<file path="config.mk">
export PLATFORM = sky130hd
export DESIGN_NAME = mem_arbiter
export DESIGN_NICKNAME = d
export VERILOG_FILES = /design/src/rtl/mem_arb_defs_pkg.sv /design/src/rtl/mem_arb_rr.sv /design/src/rtl/mem_arbiter.sv
export SDC_FILE = /design/constraint.sdc
export NUM_CORES = 1
export LEC_CHECK = 0
export BUFFER_PORTS_ARGS = -buffer_cell sky130_fd_sc_hd__buf_2
export CAP_MARGIN = 20
export CORE_MARGIN = 2
export CORE_UTILIZATION = 30
export CTS_CLUSTER_DIAMETER = 200
export DETAILED_ROUTE_END_ITERATION = 7
export PLACE_DENSITY = 0.66
export SLEW_MARGIN = 40
export SYNTH_ARGS = -nofsm -noshare
export SYNTH_HDL_FRONTEND = slang
export SYNTH_SLANG_ARGS = --single-unit
export TNS_END_PERCENT = 50
</file>
<file path="constraint.sdc">
create_clock -name clk -period 1.85 [get_ports clk]
set_input_delay 0.2775 -clock clk [delete_from_list [all_inputs] [get_ports clk]]
set_output_delay 0.2775 -clock clk [all_outputs]
set_load 0.005 [all_outputs]
</file>
<file path="src/rtl/mem_arb_defs_pkg.sv">
// rtl/mem_arb_defs_pkg.sv - state encodings, requester indices and default widths for mem_arbiter
package mem_arb_defs_pkg;

  typedef enum logic [1:0] {
    IDLE   = 2'd0,
    ACCESS = 2'd1,
    VERIFY = 2'd2,
    RESP   = 2'd3
  } state_t;

  localparam logic REQ_A = 1'b0;
  localparam logic REQ_B = 1'b1;

  localparam int DEF_DW = 8;
  localparam int DEF_AW = 3;

endpackage

</file>
<file path="src/rtl/mem_arb_rr.sv">
// rtl/mem_arb_rr.sv - combinational 2-way round-robin picker
module mem_arb_rr
  import mem_arb_defs_pkg::*;
(
  input  logic [1:0] req,
  input  logic       last_grant,
  output logic       gnt,
  output logic       gnt_valid
);

  always_comb begin
    gnt_valid = |req;
    gnt       = REQ_A;
    case (req)
      2'b10:   gnt = REQ_B;
      // On contention the requester that did not win last time goes next.
      2'b11:   gnt = (last_grant == REQ_A) ? REQ_B : REQ_A;
      default: gnt = REQ_A;
    endcase
  end

endmodule

</file>
<file path="src/rtl/mem_arbiter.sv">
// rtl/mem_arbiter.sv - two-requester round-robin arbiter/sequencer for the 8x8 mem_system
// Optional write read-back check enabled by MEM_ARB_VERIFY_EN.
module mem_arbiter
  import mem_arb_defs_pkg::*;
#(
  parameter int DW = DEF_DW,
  parameter int AW = DEF_AW
) (
  input  logic          clk,
  input  logic          rst_n,
  input  logic          a_req,
  input  logic          a_we,
  input  logic [AW-1:0] a_adr,
  input  logic [DW-1:0] a_wdata,
  output logic          a_ack,
  output logic [DW-1:0] a_rdata,
  input  logic          b_req,
  input  logic          b_we,
  input  logic [AW-1:0] b_adr,
  input  logic [DW-1:0] b_wdata,
  output logic          b_ack,
  output logic [DW-1:0] b_rdata,
  output logic          mem_op,
  output logic          mem_select,
  output logic [AW-1:0] mem_adr,
  output logic [DW-1:0] mem_i,
  input  logic [DW-1:0] mem_o,
  output logic          busy,
  output logic          err
);

`ifdef MEM_ARB_VERIFY_EN
  localparam bit VERIFY_EN = 1'b1;
`else
  localparam bit VERIFY_EN = 1'b0;
`endif

  state_t state, state_next;
  logic   last_grant, gnt, gnt_valid;
  logic   gnt_q, we_q;
  logic   sel_d, op_d, a_ack_d, b_ack_d, busy_d;

  mem_arb_rr u_rr (
    .req        ({b_req, a_req}),
    .last_grant (last_grant),
    .gnt        (gnt),
    .gnt_valid  (gnt_valid)
  );

  // Outputs are computed for the state being entered, then registered.
  always_comb begin
    state_next = state;
    sel_d      = 1'b0;
    op_d       = 1'b0;
    a_ack_d    = 1'b0;
    b_ack_d    = 1'b0;
    case (state)
      IDLE: begin
        if (gnt_valid) begin
          state_next = ACCESS;
          sel_d      = 1'b1;
          op_d       = (gnt == REQ_B) ? b_we : a_we;
        end
      end
      ACCESS: begin
        if (VERIFY_EN && we_q) begin
          state_next = VERIFY;
          sel_d      = 1'b1;
        end else begin
          state_next = RESP;
          a_ack_d    = (gnt_q == REQ_A);
          b_ack_d    = (gnt_q == REQ_B);
        end
      end
      VERIFY: begin
        state_next = RESP;
        a_ack_d    = (gnt_q == REQ_A);
        b_ack_d    = (gnt_q == REQ_B);
      end
      default: state_next = IDLE;
    endcase
  end

  assign busy_d = (state_next != IDLE);

  always_ff @(posedge clk or negedge rst_n) begin
    if (!rst_n) begin
      state      <= IDLE;
      last_grant <= REQ_B;
      gnt_q      <= REQ_A;
      we_q       <= 1'b0;
      mem_select <= 1'b0;
      mem_op     <= 1'b0;
      mem_adr    <= '0;
      mem_i      <= '0;
      a_ack      <= 1'b0;
      b_ack      <= 1'b0;
      a_rdata    <= '0;
      b_rdata    <= '0;
      busy       <= 1'b0;
    end else begin
      state      <= state_next;
      mem_select <= sel_d;
      mem_op     <= op_d;
      a_ack      <= a_ack_d;
      b_ack      <= b_ack_d;
      busy       <= busy_d;
      // mem_adr/mem_i double as the command latch and hold between transactions.
      if (state == IDLE && gnt_valid) begin
        gnt_q      <= gnt;
        last_grant <= gnt;
        we_q       <= (gnt == REQ_B) ? b_we    : a_we;
        mem_adr    <= (gnt == REQ_B) ? b_adr   : a_adr;
        mem_i      <= (gnt == REQ_B) ? b_wdata : a_wdata;
      end
      if (state == ACCESS && !we_q) begin
        if (gnt_q == REQ_B) b_rdata <= mem_o;
        else                a_rdata <= mem_o;
      end
    end
  end

`ifdef MEM_ARB_VERIFY_EN
  // Read-back result lands in RESP, coincident with the ack.
  always_ff @(posedge clk or negedge rst_n) begin
    if (!rst_n) err <= 1'b0;
    else        err <= (state == VERIFY) && (mem_o != mem_i);
  end
`else
  assign err = 1'b0;
`endif

endmodule

</file>
**Yosys cells after proc, flatten, opt, wreduce, memory -nomap -nowiden**

Cells that the tools add are included.

- Register bits after elaboration: 37
- Bits of input ports: 36
- Logic and storage cells: 40

- Equal/unequal tests: 4
- Multiplexer cells: 13
- Bitwise gates (word level): 1
- Reductions and logical operators: 9

Operators by type and width:

| operator | count |
|---|---|
| 1-bit two-way mux | 8 |
| 8-bit two-way mux | 1 |
| 2-bit equality test, second input constant | 3 |
| 2-bit case mux with 2 select lines | 1 |
| 2-bit AND reduction | 2 |
| 2-bit OR reduction | 2 |
| 3-bit two-way mux | 1 |
| 2-bit by 1-bit equality test with 1-bit output, second input constant | 1 |
| 1-bit logical AND | 2 |
| 2-bit logical NOT | 1 |
| 2-bit two-way mux | 1 |
| 1-bit case mux with 2 select lines | 1 |
| 2-bit nonzero test | 1 |
| 1-bit logical NOT | 1 |
| 1-bit NOT | 1 |

**Longest topological paths before layout**

- Word-level depth: 5
- Mapped depth: 7
- Gate-level depth less buffers: 6

**Modules after synthesis**

Synthesis repeated with hierarchy kept, for this count alone.

- Cell total of the unflattened synthesis: 116
- Area, all modules: 1536.5 sq um

Modules (own cells, without submodules):

| module | instances | cells each | area an instance (sq um) |
|---|---|---|---|
| mem_arbiter | 1 | 114 | 1522.7 |
| mem_arb_rr | 1 | 2 | 13.8 |

**Worst setup path after synthesis**

Ideal clock, no wire load.

- Path kind: register to register
- From: reg state[1]
- To: reg a_rdata[0]
- Setup time: 125 ps
- Data arrival time: 1296 ps
- Required time: 1725 ps
- Setup slack: 429 ps
- Stages on the path, launching flop included: 5
- Path buffers: 0
- Period minus slack after synthesis: 1421 ps
- Path through: dfrtp_1 inv_1 ha_1 nor3b_4 mux2_2

- Longest elaborated chain between the ends: 3

RTL lines:

| element | RTL line | text |
|---|---|---|
| from (decl) | mem_arbiter.sv:38 | `state_t state, state_next;` |
| from (signal assigned) | mem_arbiter.sv:102 | `state <= state_next;` |
| 2-bit by 1-bit equality test with 1-bit output | mem_arbiter.sv:116 | `if (state == ACCESS && !we_q) begin` |
| 1-bit logical AND | mem_arbiter.sv:116 |  |
| 2-bit AND reduction (no line) | n/a |  |
| to (signal assigned) | mem_arbiter.sv:118 | `else a_rdata <= mem_o;` |
| to (decl) | mem_arbiter.sv:16 | `output logic [DW-1:0] a_rdata,` |

Every way passes these cells.
A chain may end at the register's enable or synchronous reset.

**Worst setup path after layout**

- From: reg state[1]
- To: reg a_rdata[6]

The elaborated chain is that of the path after synthesis.

==> results.txt <==
status = complete, no violations
FFs w/ async S/R, synth = 100%
Syn Inst Count = 127
number of routed nets with antenna violations = 0
CP startpoint = state[1]
main combinational cell family by area after synthesis = multiplexers
Hold WS = 18.6 ps
leak pwr = 0.00101 uW
CORE AREA = 0.00479 sq mm
vias per cell = 4.49
simple-gate share of the synthesized area = 8.66%
pin count of the biggest net entering global routing = 38
CTS Buffer Depth = 2
met3 usage = 5.62%
compound-gate portion of the synthesized area = 12.0%
worst-case reg-to-reg path depth = 4
worst setup margin = 274 ps
die height = 75.1 um
Detailed Routing Iterations Pass 1 = 4
Cell variety after synth = 21
GR Overflow Total = 0
fraction of layout cells with a size suffix above 1 = 50.8%
R2R Setup Slk = 270 ps
M1 GR Usage = 15.9%
area grow syn2layout = 34.6%
setup_tns = 0 ps
Hold Buf Count CTS = 0
placed insts = 258
vias in the first global route = 1133
Worst IR Drop VDD = 822 uV
Primary FF master, synth = dfrtp_1
Setup crit start kind = flop
syn_area_per_cell = 11.9 sq um
Worst Setup End Kind = flop
Num CTS Buffers = 5
Pwr Density = 1670 mW/mm^2
CTS tree = done
Least-Margin Pin Slew = 535 ps
EDFF count, synth = 0
clk root buf = clkbuf_8
#FFs+latches synth = 37
Crit Path Category = flop to flop
RSZ-0062 raised after global routing = false
Post-Syn Area = 0.00152 sq mm
RR Startpoint = state[1]
GRT Overall Usage = 12.8%
port buffer count = 67
Die Area = 0.00564 sq mm
maximum capacitance violations = 0
final number of setup-violating endpoints = 0
Post-Synth XOR/XNOR Area = 0%
routed length per instance = 12.2 um
Hold WC Path Type = input port to asynchronous set/reset pin
DP HPWL = 2.32 mm
post-layout minimum cycle time = 1580 ps
drt total wl = 3.25 mm
Sink Count = 37
CTS clk-pin slew, worst paths = 80 ps
# DRC = 0
Synth Area in Adders = 2.48%
Setup Buffers After CTS = 0
CTS resizes = 0
Critical Path RT = 2020 ps
Final Max Tran Viols = 0
Max FO, Critical Path = 8
critical path capture point = a_rdata[6]
number of synthesis warnings = 0
Mapped Nets = 166
GPL Wtd Cong = 0.703
Clock Latency Late Sink = 290 ps
die width = 75.1 um
Reg-to-Reg End = a_rdata[6]
Ports = 69
Final period util = 85.2%
Place WS = 281 ps
final non-filler cell total = 266
Rel. slew slack = 64.2%
num rows = 25
Worst EP arrival = 1750 ps
gr busiest metal = met2
DR vias = 1195
initial antenna violation count = 0
Iter 0 DRT Violations = 44
Starting Density = 31.7%
share of the synthesized area in the top cell type = 59.4%
post-synthesis mux area share = 12.5%
synth top area cells = dfrtp_1 59%, mux2_2 12%, a21oi_1 8.6%
Final Hold Vio Count = 0
# diodes = 0
register area share after synthesis = 61.1%
Clock Skew = 8.60 ps
Max Fclk = 635 MHz
first-pass GRT wire length = 5.29 mm
htree depth = 2
global routing usage on met2 = 19.3%
# nets final = 237
area leader, netlist = dfrtp_1
synthesized netlist by cell type, types with 2 or more instances:
library cell  instances
dfrtp_1              36
a21oi_1              26
mux2_2               16
nor2_1               14
nand2_1              11
inv_1                 4
buf_2                 3
ha_1                  3
buf_4                 2
per-layer routing:
layer | up-vias | wire [um]
li1 | 576 | -
met5 | - | 0
met1 | 554 | 1460
met2 | 61 | 1430
met3 | 4 | 312
met4 | 0 | 44
where the power goes:
part	switching (uW)	leakage, uW	internal (uW)	total, uW
Combinational	573	0.000526	648	1220
Sequential	225	0.000430	1220	1450
Clock	291	0.0000574	438	730
Total	1090	0.00101	2310	3400
cells by family after synthesis:
family,count (synthesis)
and+or+nand+nor,28
adders and majority gates,3
muxes,17
other,1
DFF,37
buffers and inverters,9
AOI/OAI and AO/OA,32
cell usage in the layout, fill, tap and decap left out:
master,instances
clkbuf_8,6
a21boi_2,1
a21bo_2,1
nand2_1,11
mux2i_1,1
and2_2,1
buf_2,67
nand3b_2,1
ha_1,3
o21ai_0,1
conb_1,1
inv_1,4
a22o_2,1
nor2_1,14
clkinvlp_4,1
a21oi_1,26
nor3b_4,1
dfstp_2,1
mux2_2,16
buf_4,2
a31oi_1,1
o21ai_2,1
bufinv_16,1
dfrtp_1,36
worst min path at each step:
stage,start,end,slack (ps)
3_5_place_dp,rst_n,mem_i[0],350
5_1_grt,rst_n,mem_i[2],60
6_report,rst_n,mem_i[0],20
4_1_cts,rst_n,mem_i[2],30
2_1_floorplan,rst_n,a_ack,-20
3_3_place_gp,rst_n,mem_i[0],350
flip-flops by register name, indices dropped and copies added (netlist names):
register	count
busy	1
we_q	1
gnt_q	1
a_rdata	8
a_ack	1
mem_adr	3
b_ack	1
mem_op	1
mem_select	1
b_rdata	8
last_grant	1
state	2
mem_i	8
cell type report:
type                       instances  area, sq um
timing repair buffer              69          350
tap                               67         83.8
multi-input combinational         81          544
clock buffer                       6         82.6
fill                             475         2750
clock inverter                     2         37.5
sequential                        37          927
inverter                           4         15.0
metrics by stage:
stage	total power, uW	instance area [sq um]	utilization, %
floorplan	2160	1520	-
global placement	2670	1920	40.1
detailed placement	2710	1920	40.1
CTS	3460	2040	42.6
global route	3690	2040	42.6
finish	3400	2040	42.6
worst max-delay path, cell delays in order, from the launching register on:
cell and delay, ps:
dfrtp_1 380, inv_1 80, ha_1 170, nor3b_4 430
mux2_2 390
(Power assumes the default switching activity.)
